===== src/rtl/sched_pkg.sv =====
// Shared definitions for the preemptive round-robin scheduler.
// Holds the FSM state encoding, the default geometry of the process table,
// and the PC constants used by the surrounding program-counter logic.
package sched_pkg;

  localparam int NUM_PROCS_DEF = 4;
  localparam int PID_W_DEF     = 2;
  localparam int ADDR_W_DEF    = 12;
  localparam int QUANTUM_DEF   = 256;

  // OS handler entry point loaded on jump_context_exchange.
  localparam logic [11:0] OS_ENTRY = 12'd1083;
  // Program counter value after CPU reset.
  localparam logic [11:0] RESET_PC = 12'd256;

  typedef enum logic [2:0] {
    ST_IDLE    = 3'd0,
    ST_RUN     = 3'd1,
    ST_SAVE    = 3'd2,
    ST_OS      = 3'd3,
    ST_RESTORE = 3'd4
  } sched_state_e;

  // True while a context switch is in flight.
  function automatic logic is_busy(input sched_state_e st);
    return (st == ST_SAVE) || (st == ST_OS) || (st == ST_RESTORE);
  endfunction

endpackage


===== src/rtl/rr_picker.sv =====
// Combinational round-robin selector.
// Ports:
//   active   - runnable flag per process slot
//   cur_pid  - process currently owning the CPU
//   next_pid - first runnable slot after cur_pid (ascending, wrapping)
//   found    - 1 when a runnable slot other than cur_pid exists
module rr_picker #(
  parameter int NUM_PROCS = 4,
  parameter int PID_W     = 2
) (
  input  logic [NUM_PROCS-1:0] active,
  input  logic [PID_W-1:0]     cur_pid,
  output logic [PID_W-1:0]     next_pid,
  output logic                 found
);

  logic [PID_W-1:0] cand_s;

  // Scan offsets from farthest to nearest so the nearest runnable slot wins;
  // the PID_W-bit sum wraps naturally because NUM_PROCS is a power of two.
  always_comb begin
    next_pid = cur_pid;
    found    = 1'b0;
    cand_s   = cur_pid;
    for (int off = NUM_PROCS - 1; off >= 1; off--) begin
      cand_s = cur_pid + PID_W'(off);
      if (active[cand_s]) begin
        next_pid = cand_s;
        found    = 1'b1;
      end else begin
        next_pid = next_pid;
      end
    end
  end

endmodule


===== src/rtl/quantum_scheduler.sv =====
// Preemptive round-robin process scheduler driving the program counter.
// Times each quantum, requests the OS handler, saves the interrupted PC and
// resumes the next runnable process once the handler reports completion.
// Ports:
//   clock, resetCPU        - clock and synchronous active-high reset
//   sched_en               - arms preemption
//   HLT                    - CPU halted; freezes the quantum while running
//   yield                  - software-requested switch (1-cycle pulse)
//   pc_next                - PC value being loaded this cycle (saved in SAVE)
//   os_done                - OS handler finished (1-cycle pulse)
//   cfg_we/pid/pc/active   - process slot configuration write
//   jump_context_exchange  - 1-cycle pulse: PC loads the OS entry
//   resume_jump            - 1-cycle pulse: PC loads resume_address
//   resume_address         - saved PC of the incoming process
//   current_pid            - process owning the CPU
//   sched_busy             - high during SAVE, OS and RESTORE
module quantum_scheduler
  import sched_pkg::*;
#(
  parameter int NUM_PROCS = NUM_PROCS_DEF,
  parameter int PID_W     = PID_W_DEF,
  parameter int ADDR_W    = ADDR_W_DEF,
  parameter int QUANTUM   = QUANTUM_DEF
) (
  input  logic              clock,
  input  logic              resetCPU,
  input  logic              sched_en,
  input  logic              HLT,
  input  logic              yield,
  input  logic [ADDR_W-1:0] pc_next,
  input  logic              os_done,
  input  logic              cfg_we,
  input  logic [PID_W-1:0]  cfg_pid,
  input  logic [ADDR_W-1:0] cfg_pc,
  input  logic              cfg_active,
  output logic              jump_context_exchange,
  output logic              resume_jump,
  output logic [ADDR_W-1:0] resume_address,
  output logic [PID_W-1:0]  current_pid,
  output logic              sched_busy
);

  localparam int              CNT_W      = $clog2(QUANTUM);
  localparam logic [CNT_W-1:0] CNT_RELOAD = CNT_W'(QUANTUM - 1);

  sched_state_e         state_r;
  sched_state_e         state_nx_s;
  logic [CNT_W-1:0]     cnt_r;
  logic [PID_W-1:0]     cur_pid_r;
  logic [PID_W-1:0]     next_pid_r;
  logic [PID_W-1:0]     pick_pid_s;
  logic                 pick_found_s;
  logic [NUM_PROCS-1:0] active_r;
  logic [ADDR_W-1:0]    pc_table_r [NUM_PROCS];
  logic                 cnt_load_s;
  logic                 cnt_dec_s;
  logic                 take_pick_s;
  logic [ADDR_W-1:0]    restore_pc_s;
  logic                 jce_r;
  logic                 rj_r;
  logic                 busy_r;
  logic [ADDR_W-1:0]    raddr_r;

  rr_picker #(
    .NUM_PROCS (NUM_PROCS),
    .PID_W     (PID_W)
  ) u_picker (
    .active   (active_r),
    .cur_pid  (cur_pid_r),
    .next_pid (pick_pid_s),
    .found    (pick_found_s)
  );

  // FSM state register.
  always_ff @(posedge clock) begin
    if (resetCPU) begin
      state_r <= ST_IDLE;
    end else begin
      state_r <= state_nx_s;
    end
  end

  // Next-state and counter control. HLT only freezes RUN; SAVE and RESTORE
  // are fixed single cycles and OS waits purely on os_done.
  always_comb begin
    state_nx_s  = state_r;
    cnt_load_s  = 1'b0;
    cnt_dec_s   = 1'b0;
    take_pick_s = 1'b0;
    case (state_r)
      ST_IDLE: begin
        if (sched_en) begin
          state_nx_s = ST_RUN;
          cnt_load_s = 1'b1;
        end else begin
          state_nx_s = ST_IDLE;
        end
      end
      ST_RUN: begin
        if (!sched_en) begin
          state_nx_s = ST_IDLE;
        end else if (HLT) begin
          state_nx_s = ST_RUN;
        end else if ((cnt_r == {CNT_W{1'b0}}) || yield) begin
          // Timeout and yield together still give exactly one switch.
          if (pick_found_s) begin
            state_nx_s  = ST_SAVE;
            take_pick_s = 1'b1;
          end else begin
            cnt_load_s = 1'b1;
          end
        end else begin
          cnt_dec_s = 1'b1;
        end
      end
      ST_SAVE: begin
        state_nx_s = ST_OS;
      end
      ST_OS: begin
        if (os_done) begin
          state_nx_s = ST_RESTORE;
        end else begin
          state_nx_s = ST_OS;
        end
      end
      ST_RESTORE: begin
        state_nx_s = ST_RUN;
        cnt_load_s = 1'b1;
      end
      default: begin
        state_nx_s = ST_IDLE;
      end
    endcase
  end

  // A cfg write landing on the restore slot in the os_done cycle must win.
  always_comb begin
    if (cfg_we && (cfg_pid == next_pid_r)) begin
      restore_pc_s = cfg_pc;
    end else begin
      restore_pc_s = pc_table_r[next_pid_r];
    end
  end

  // Quantum counter and process ownership.
  always_ff @(posedge clock) begin
    if (resetCPU) begin
      cnt_r      <= CNT_RELOAD;
      cur_pid_r  <= {PID_W{1'b0}};
      next_pid_r <= {PID_W{1'b0}};
    end else begin
      if (cnt_load_s) begin
        cnt_r <= CNT_RELOAD;
      end else if (cnt_dec_s) begin
        cnt_r <= cnt_r - CNT_W'(1);
      end else begin
        cnt_r <= cnt_r;
      end
      if (take_pick_s) begin
        next_pid_r <= pick_pid_s;
      end else begin
        next_pid_r <= next_pid_r;
      end
      if (state_r == ST_RESTORE) begin
        cur_pid_r <= next_pid_r;
      end else begin
        cur_pid_r <= cur_pid_r;
      end
    end
  end

  // Process table: SAVE beats a cfg write aimed at the same slot.
  always_ff @(posedge clock) begin
    if (resetCPU) begin
      active_r <= {NUM_PROCS{1'b0}};
      for (int i = 0; i < NUM_PROCS; i++) begin
        pc_table_r[i] <= {ADDR_W{1'b0}};
      end
    end else begin
      if (cfg_we) begin
        active_r[cfg_pid] <= cfg_active;
      end else begin
        active_r <= active_r;
      end
      for (int i = 0; i < NUM_PROCS; i++) begin
        if ((state_r == ST_SAVE) && (cur_pid_r == PID_W'(i))) begin
          pc_table_r[i] <= pc_next;
        end else if (cfg_we && (cfg_pid == PID_W'(i))) begin
          pc_table_r[i] <= cfg_pc;
        end else begin
          pc_table_r[i] <= pc_table_r[i];
        end
      end
    end
  end

  // Registered outputs, decoded from the state being entered.
  always_ff @(posedge clock) begin
    if (resetCPU) begin
      jce_r   <= 1'b0;
      rj_r    <= 1'b0;
      busy_r  <= 1'b0;
      raddr_r <= {ADDR_W{1'b0}};
    end else begin
      jce_r  <= (state_nx_s == ST_SAVE);
      rj_r   <= (state_nx_s == ST_RESTORE);
      busy_r <= is_busy(state_nx_s);
      if (state_nx_s == ST_RESTORE) begin
        raddr_r <= restore_pc_s;
      end else begin
        raddr_r <= raddr_r;
      end
    end
  end

  assign jump_context_exchange = jce_r;
  assign resume_jump           = rj_r;
  assign resume_address        = raddr_r;
  assign current_pid           = cur_pid_r;
  assign sched_busy            = busy_r;

endmodule

===== config.mk =====
export PLATFORM = sky130hd
export DESIGN_NAME = quantum_scheduler
export DESIGN_NICKNAME = d
export VERILOG_FILES = /design/src/rtl/sched_pkg.sv /design/src/rtl/rr_picker.sv /design/src/rtl/quantum_scheduler.sv
export SDC_FILE = /design/constraint.sdc
export NUM_CORES = 1
export LEC_CHECK = 0
export CORE_ASPECT_RATIO = 0.5
export CORE_MARGIN = 2
export CORE_UTILIZATION = 50
export DETAILED_ROUTE_END_ITERATION = 6
export PLACE_DENSITY_LB_ADDON = 0.05
export SETUP_SLACK_MARGIN = 0.2
export SLEW_MARGIN = 20
export SYNTH_ARGS = -nofsm -noshare
export SYNTH_HDL_FRONTEND = slang
export SYNTH_SLANG_ARGS = --single-unit

===== constraint.sdc =====
create_clock -name clock -period 2.07 [get_ports clock]
set_clock_uncertainty 0.2 [all_clocks]
set_input_delay 0.414 -clock clock [delete_from_list [all_inputs] [get_ports clock]]
set_output_delay 0.414 -clock clock [all_outputs]
set_load 0.005 [all_outputs]

== Yosys cells after proc, flatten, opt, wreduce, memory -nomap -nowiden ==
Memory sizes are Yosys's and may differ from the RTL's. A register that Yosys moved wholly into a read port is not among the register bits.
Cells that the tools add are included.
W data, S select, Z words.

* Register bits: 34
* Bits in writable memories: 48
* Word-level logic and storage cells: 169
* Memories: 1
* Output and inout port bits: 17

* Bitwise logic cells: 12
* $add $sub $neg: 4
* Reduce and logical (&&, ||, !) cells: 22
* Multiplexer cells: 98
* Eq/ne operators: 18
* Magnitude comparators: 5

{| class="wikitable"
|+ Memories
! name !! words !! width !! rd ports !! clocked after Yosys merged registers in !! write ports !! line !! source
|-
| pc_table_r || 4 || 12 || 1 || 1 || 4 || quantum_scheduler.sv:54 || <nowiki>logic [ADDR_W-1:0] pc_table_r [NUM_PROCS];</nowiki>
|}

{| class="wikitable"
|+ Operators by type and width
! operator !! count
|-
| $mux W12 || 13
|-
| $mux W1 || 68
|-
| $mux W3 || 5
|-
| $pmux W3 S5 || 1
|-
| $eq A3 B2 Y1 const B || 4
|-
| $lt A2 B3 Y1 const B || 4
|-
| $or A1 B1 Y1 || 12
|-
| $logic_and A1 B1 Y1 || 10
|-
| $mux W2 || 5
|-
| $eq A2 B2 Y1 const B || 4
|-
| $logic_not A8 Y1 || 1
|-
| $reduce_and A2 Y1 || 4
|-
| $sub A8 B1 Y8 const B || 1
|-
| $bmux W1 S2 || 3
|-
| $eq A3 B3 Y1 const B || 2
|-
| $add A2 B2 Y2 const B || 2
|-
| $bwmux W4 || 1
|-
| $eq A2 B1 Y1 const B || 2
|-
| $logic_not A2 Y1 || 2
|-
| $ne A0 B0 Y1 || 4
|-
| $eq A3 B1 Y1 const B || 1
|-
| $logic_not A3 Y1 || 1
|-
| $logic_or A1 B1 Y1 || 3
|-
| $pmux W1 S3 || 1
|-
| other kinds (5) || 5
|}

== Depth between registers and ports, before layout ==
* Depth in word-level cells: 14
* Depth in mapped cells: 8

== Cells and area by module ==
Synthesis repeated with hierarchy kept, for this count alone.

* Cell total of the unflattened synthesis: 401
* Area total of the unflattened synthesis: 4,274.1 um^2

{| class="wikitable"
|+ By module, submodules not included
! module !! area each (um^2) !! times used !! cells each !! seq. area each (um^2)
|-
| quantum_scheduler || 4,159.0 || 1 || 383 || 2,162.1
|-
| rr_picker || 115.1 || 1 || 18 || 0.0
|}

== Least setup slack after synthesis ==
No wires, ideal clock.

* Path type: register -> register
* Start: reg cur_pid_r[0], in the netlist current_pid[0]
* End: reg with a tool-made name
* Library setup time: 0.085 ns
* Path slack: -0.050 ns
* Arrival: 1.834 ns
* Clock period less this slack: 2.120 ns
* Stages on the path, launching flop included: 8
* Data required time: 1.785 ns
* Buffers on the path: 1
* Cell sequence: dfxtp_1 > buf_2 > inv_1 > ha_1 > maj3_1 > a211oi_1 > nand3_1 > o21ai_0

{| class="wikitable"
|+ RTL lines
! what !! line !! source
|-
| from (decl) || quantum_scheduler.sv:49 || <nowiki>logic [PID_W-1:0] cur_pid_r;</nowiki>
|-
| from (signal assigned) || quantum_scheduler.sv:149 || <nowiki>cur_pid_r <= {PID_W{1'b0}};</nowiki>
|-
| from (signal assigned) || quantum_scheduler.sv:165 || <nowiki>cur_pid_r <= next_pid_r;</nowiki>
|-
| from (signal assigned) || quantum_scheduler.sv:167 || <nowiki>cur_pid_r <= cur_pid_r;</nowiki>
|}

== Worst setup path in the final report ==
* Start: reg cur_pid_r[1], in the netlist current_pid[1]
* End: reg state_r[0]

* Word-level cells in the longest chain between the ends: 11

{| class="wikitable"
|+ RTL lines
! what !! line !! source
|-
| $add A2 B2 Y2 || rr_picker.sv:26 || <nowiki>cand_s = cur_pid + PID_W'(off);</nowiki>
|-
| $bmux W1 S2 || rr_picker.sv:27 || <nowiki>if (active[cand_s]) begin</nowiki>
|-
| $mux W1 (not written as such) || rr_picker.sv:27 ||
|-
| $mux W1 (2 in series) || rr_picker.sv:27 ||
|-
| $mux W1 (*) || rr_picker.sv:27 ||
|-
| $mux W3 (*) || quantum_scheduler.sv:106 || <nowiki>if (pick_found_s) begin</nowiki>
|-
| $mux W3 (*) || quantum_scheduler.sv:104 || <nowiki>end else if ((cnt_r == {CNT_W{1'b0}}) || yield) begin</nowiki>
|-
| $mux W3 (*) || quantum_scheduler.sv:102 || <nowiki>end else if (HLT) begin</nowiki>
|-
| $mux W3 (*) || quantum_scheduler.sv:100 || <nowiki>if (!sched_en) begin</nowiki>
|-
| $pmux W3 S5 (*) || quantum_scheduler.sv:90 || <nowiki>case (state_r)</nowiki>
|-
| to (signal assigned) || quantum_scheduler.sv:79 || <nowiki>state_r <= state_nx_s;</nowiki>
|-
| to (decl) || quantum_scheduler.sv:46 || <nowiki>sched_state_e state_r;</nowiki>
|}

Every way passes the cells marked *; elsewhere a longest branch is shown, timed or not. The select of a mux whose other input is x is not followed.
A chain may end at the register's enable or synchronous reset.

==> flow_metrics.tcl <==
set metrics [dict create \
    worstSkewPairLatency_ps 340 \
    slowest_stage "or4_1" \
    antenna_cells 0 \
    wl_met2_microns 5680 \
    clock.fmax_ghz 0.522 \
    synthCells 414 \
    run_status "finished, final reports clean" \
    critPathBufInv 1 \
    die_height_microns 69.3 \
    crit_cells 5 \
    routed_wl_microns 11900 \
    reg2reg_depth 5 \
    path_cells "buf_4 > a32oi_1 > o21ai_2 > or4_1 > and3_1" \
    first_pass_iters 4 \
    met3_length_microns 1190 \
    ir_worst_vdd_v 0.000459 \
    slew_headroom 0.720 \
    cts.sinks 84 \
    drt-met1-wl_microns 4690 \
    whs_ps 298 \
    place_area_sq_um 5160 \
    area_growth_pct 32.8 \
    ant_nets 0 \
    postSynthAreaPerCell_sq_um 10.3 \
    ys_seq_area_frac 0.506 \
    start_util 0.524 \
    syn-cell-area_sq_um 4270 \
    pin_count 51 \
    critical_path.max_stage_delay_ps 520 \
    port-buffer-count 50 \
    synth_cell_types 47 \
    finalHoldViolCount 0 \
    cts_buffers 9 \
    final_core_util 0.696 \
    wire_per_inst_microns 19.5 \
    drt_iter0_drc 289 \
    drive_above_1_share 0.230 \
    rr_startpoint "current_pid[1]" \
    startpoint "current_pid[1]" \
    pre_cts_ws_ps -160 \
    htree_levels 3 \
    coreArea_sq_um 8140 \
    viasPerCell 5.96 \
    worstSetupStartpointType "flip-flop" \
    grt_overflow 0 \
    min_period_ps 1910 \
    required_ps 2110 \
    hpwlAfterDp_microns 7540 \
    cts_tree "built" \
    ctsHoldBuffers 0 \
    timing.rr.end "state_r[0]" \
    arrival_ps 1950 \
    crit_path_end "state_r[0]" \
    first_global_vias 3645 \
    drc 0 \
    worstHoldStart "resume_address[3]" \
    grt.total_usage 0.258 \
    final_area_sq_um 5670 \
    path_class "reg2reg" \
    fin_nets 535 \
    die-area_sq_um 9340 \
    synth-seq-cells 84 \
    crit_family "simple AND/OR/NAND/NOR gates" \
    worstMarginPinSlew_ps 416 \
    clkTransAtPathRegs_ps 60 \
    crit_path_end_kind "flip-flop" \
    num-fill-cells 594 \
    final_max_slew_viol_count 0 \
    fin_crit_sh 0.925 \
    powerDensity_nw_per_um2 669 \
    cts_max_path_buffers 2 \
    min_path_type "reg2reg" \
    setup_ws_ps 156 \
    cp_max_fo 7 \
    vias 3652 \
    synth-warning-count 0 \
    place_congestion 0.833 \
    row_count 23 \
    routed.top_layer "met4" \
    maxCapViolations 0 \
    grt_pass1_wl_microns 18400 \
    r2r_slack_ps 160 \
    antenna_found_initial 0 \
    setup_viol 0 \
    root_buffer "clkbuf_16" \
    grt_max_degree 48 \
    die_x_microns 135 \
    power_leakage_nw 2.05 \
    rsz0062_at_grt "yes" \
    synth_fp_nets 453 \
]
[power by group]
part / switching (mW) / total [mW] / internal, mW
logic: 0.184 / 0.353 / 0.169
clock network: 0.696 / 1.59 / 0.895
registers: 0.0237 / 1.85 / 1.82
[kinds of logic after synthesis]
| group | count (synthesis) | share of synthesized area |
|---|---|---|
| mux | 33 | 0.113 |
| compound gates | 82 | 0.127 |
| flops | 84 | 0.506 |
| xor+xnor | 9 | 0.0185 |
| fa+ha+maj | 6 | 0.0170 |
| simple gates | 165 | 0.181 |
| buf+inv | 35 | 0.0363 |
[placed cells by master, fill, tap and decap left out, types with 5 or more instances in the layout]
master	n
nor3_1	6
nand2_1	53
dfxtp_2	5
buf_4	35
edfxtp_1	48
buf_6	6
clkdlybuf4s50_1	44
mux4_2	12
a21oi_1	36
nand3_1	41
nor2_1	31
xor2_1	6
clkbuf_16	10
a22o_1	12
buf_12	5
dfxtp_1	29
mux2i_1	20
a211oi_1	12
[state kept, by name (all words and copies together), names as in the netlist, named ones only]
signal	cells
next_pid_r	2
resume_address	12
resume_jump	1
active_r	4
sched_busy	1
pc_table_r	48
cnt_r	8
state_r	3
current_pid	2
jump_context_exchange	1
[worst min path at each step]
stage,cells after the start,endpoint
CTS,2,cnt_r[7]
finish,2,resume_address[3]
detailed placement,2,cnt_r[7]
global placement,2,cnt_r[1]
floorplan,2,cnt_r[7]
global route,2,resume_address[10]
[synth_stat cells, drive strengths merged]
cell / n / area, sq um
a211oi: 15 / 113
and2: 3 / 18.8
nor3b: 2 / 20.0
o211ai: 1 / 7.51
nand4: 3 / 18.8
ha: 5 / 62.6
inv: 7 / 26.3
o21ai: 7 / 35.0
clkbuf: 15 / 57.6
nand2b: 4 / 25.0
mux2i: 20 / 200
nor2: 34 / 128
nand3: 42 / 210
nor2b: 3 / 18.8
a21boi: 3 / 22.5
a32oi: 1 / 8.76
nor4bb: 1 / 10.0
xor2: 6 / 52.6
dfxtp: 36 / 721
mux4: 12 / 270
nor3: 7 / 35.0
and3: 1 / 6.26
a21oi: 36 / 180
a31oi: 3 / 33.8
maj3: 1 / 10.0
a221oi: 2 / 23.8
o2bb2ai: 1 / 8.76
nand3b: 1 / 7.51
a22o: 12 / 105
buf: 13 / 71.3
nor4: 3 / 33.8
or4: 1 / 7.51
or3: 3 / 18.8
or2: 1 / 6.26
nand2: 56 / 210
edfxtp: 48 / 1440
mux2: 1 / 11.3
o22ai: 1 / 6.26
xnor2: 3 / 26.3
[layer usage]
metal,vias up,GRT usage
met2,200,0.422
met5,-,0
met3,36,0.0585
met1,1722,0.332
met4,0,0.108
li1,1694,-
[layout make-up]
cell class                      count  area [sq um]  area share
Sequential cell                    84          2180       0.384
Multi-Input combinational cell    296          2090       0.368
Timing Repair Buffer               98           945       0.167
Clock buffer                       10           250      0.0442
Tap cell                          112           140      0.0247
Clock inverter                      6          45.0     0.00795
Inverter                            7          26.3     0.00464
[tightest hold or removal path, delay by kind of cell (launching register included)]
kind	cells	cell delay, ps
flip-flops	1	310
AO/OA/AOI/OAI	1	50
AND/OR/NAND/NOR	1	90
[through the flow]
stage               power (mW)  TNS (ps)  cells
global route              3.90         0    613
CTS                       3.79         0    607
floorplan                 2.02         0    414
finish                    3.79         0    613
detailed placement        2.21     -7210    582
global placement          2.20     -3680    582
[timing repair]
item                                   CTS  global route
buffers inserted                         9             3
cloned                                   0             3
endpoints found under the hold margin    0             0
pin swaps                                6            14
setup endpoints to repair               69           102
resized for setup                       12            25
No activity file was read; power rests on OpenSTA's default activity.
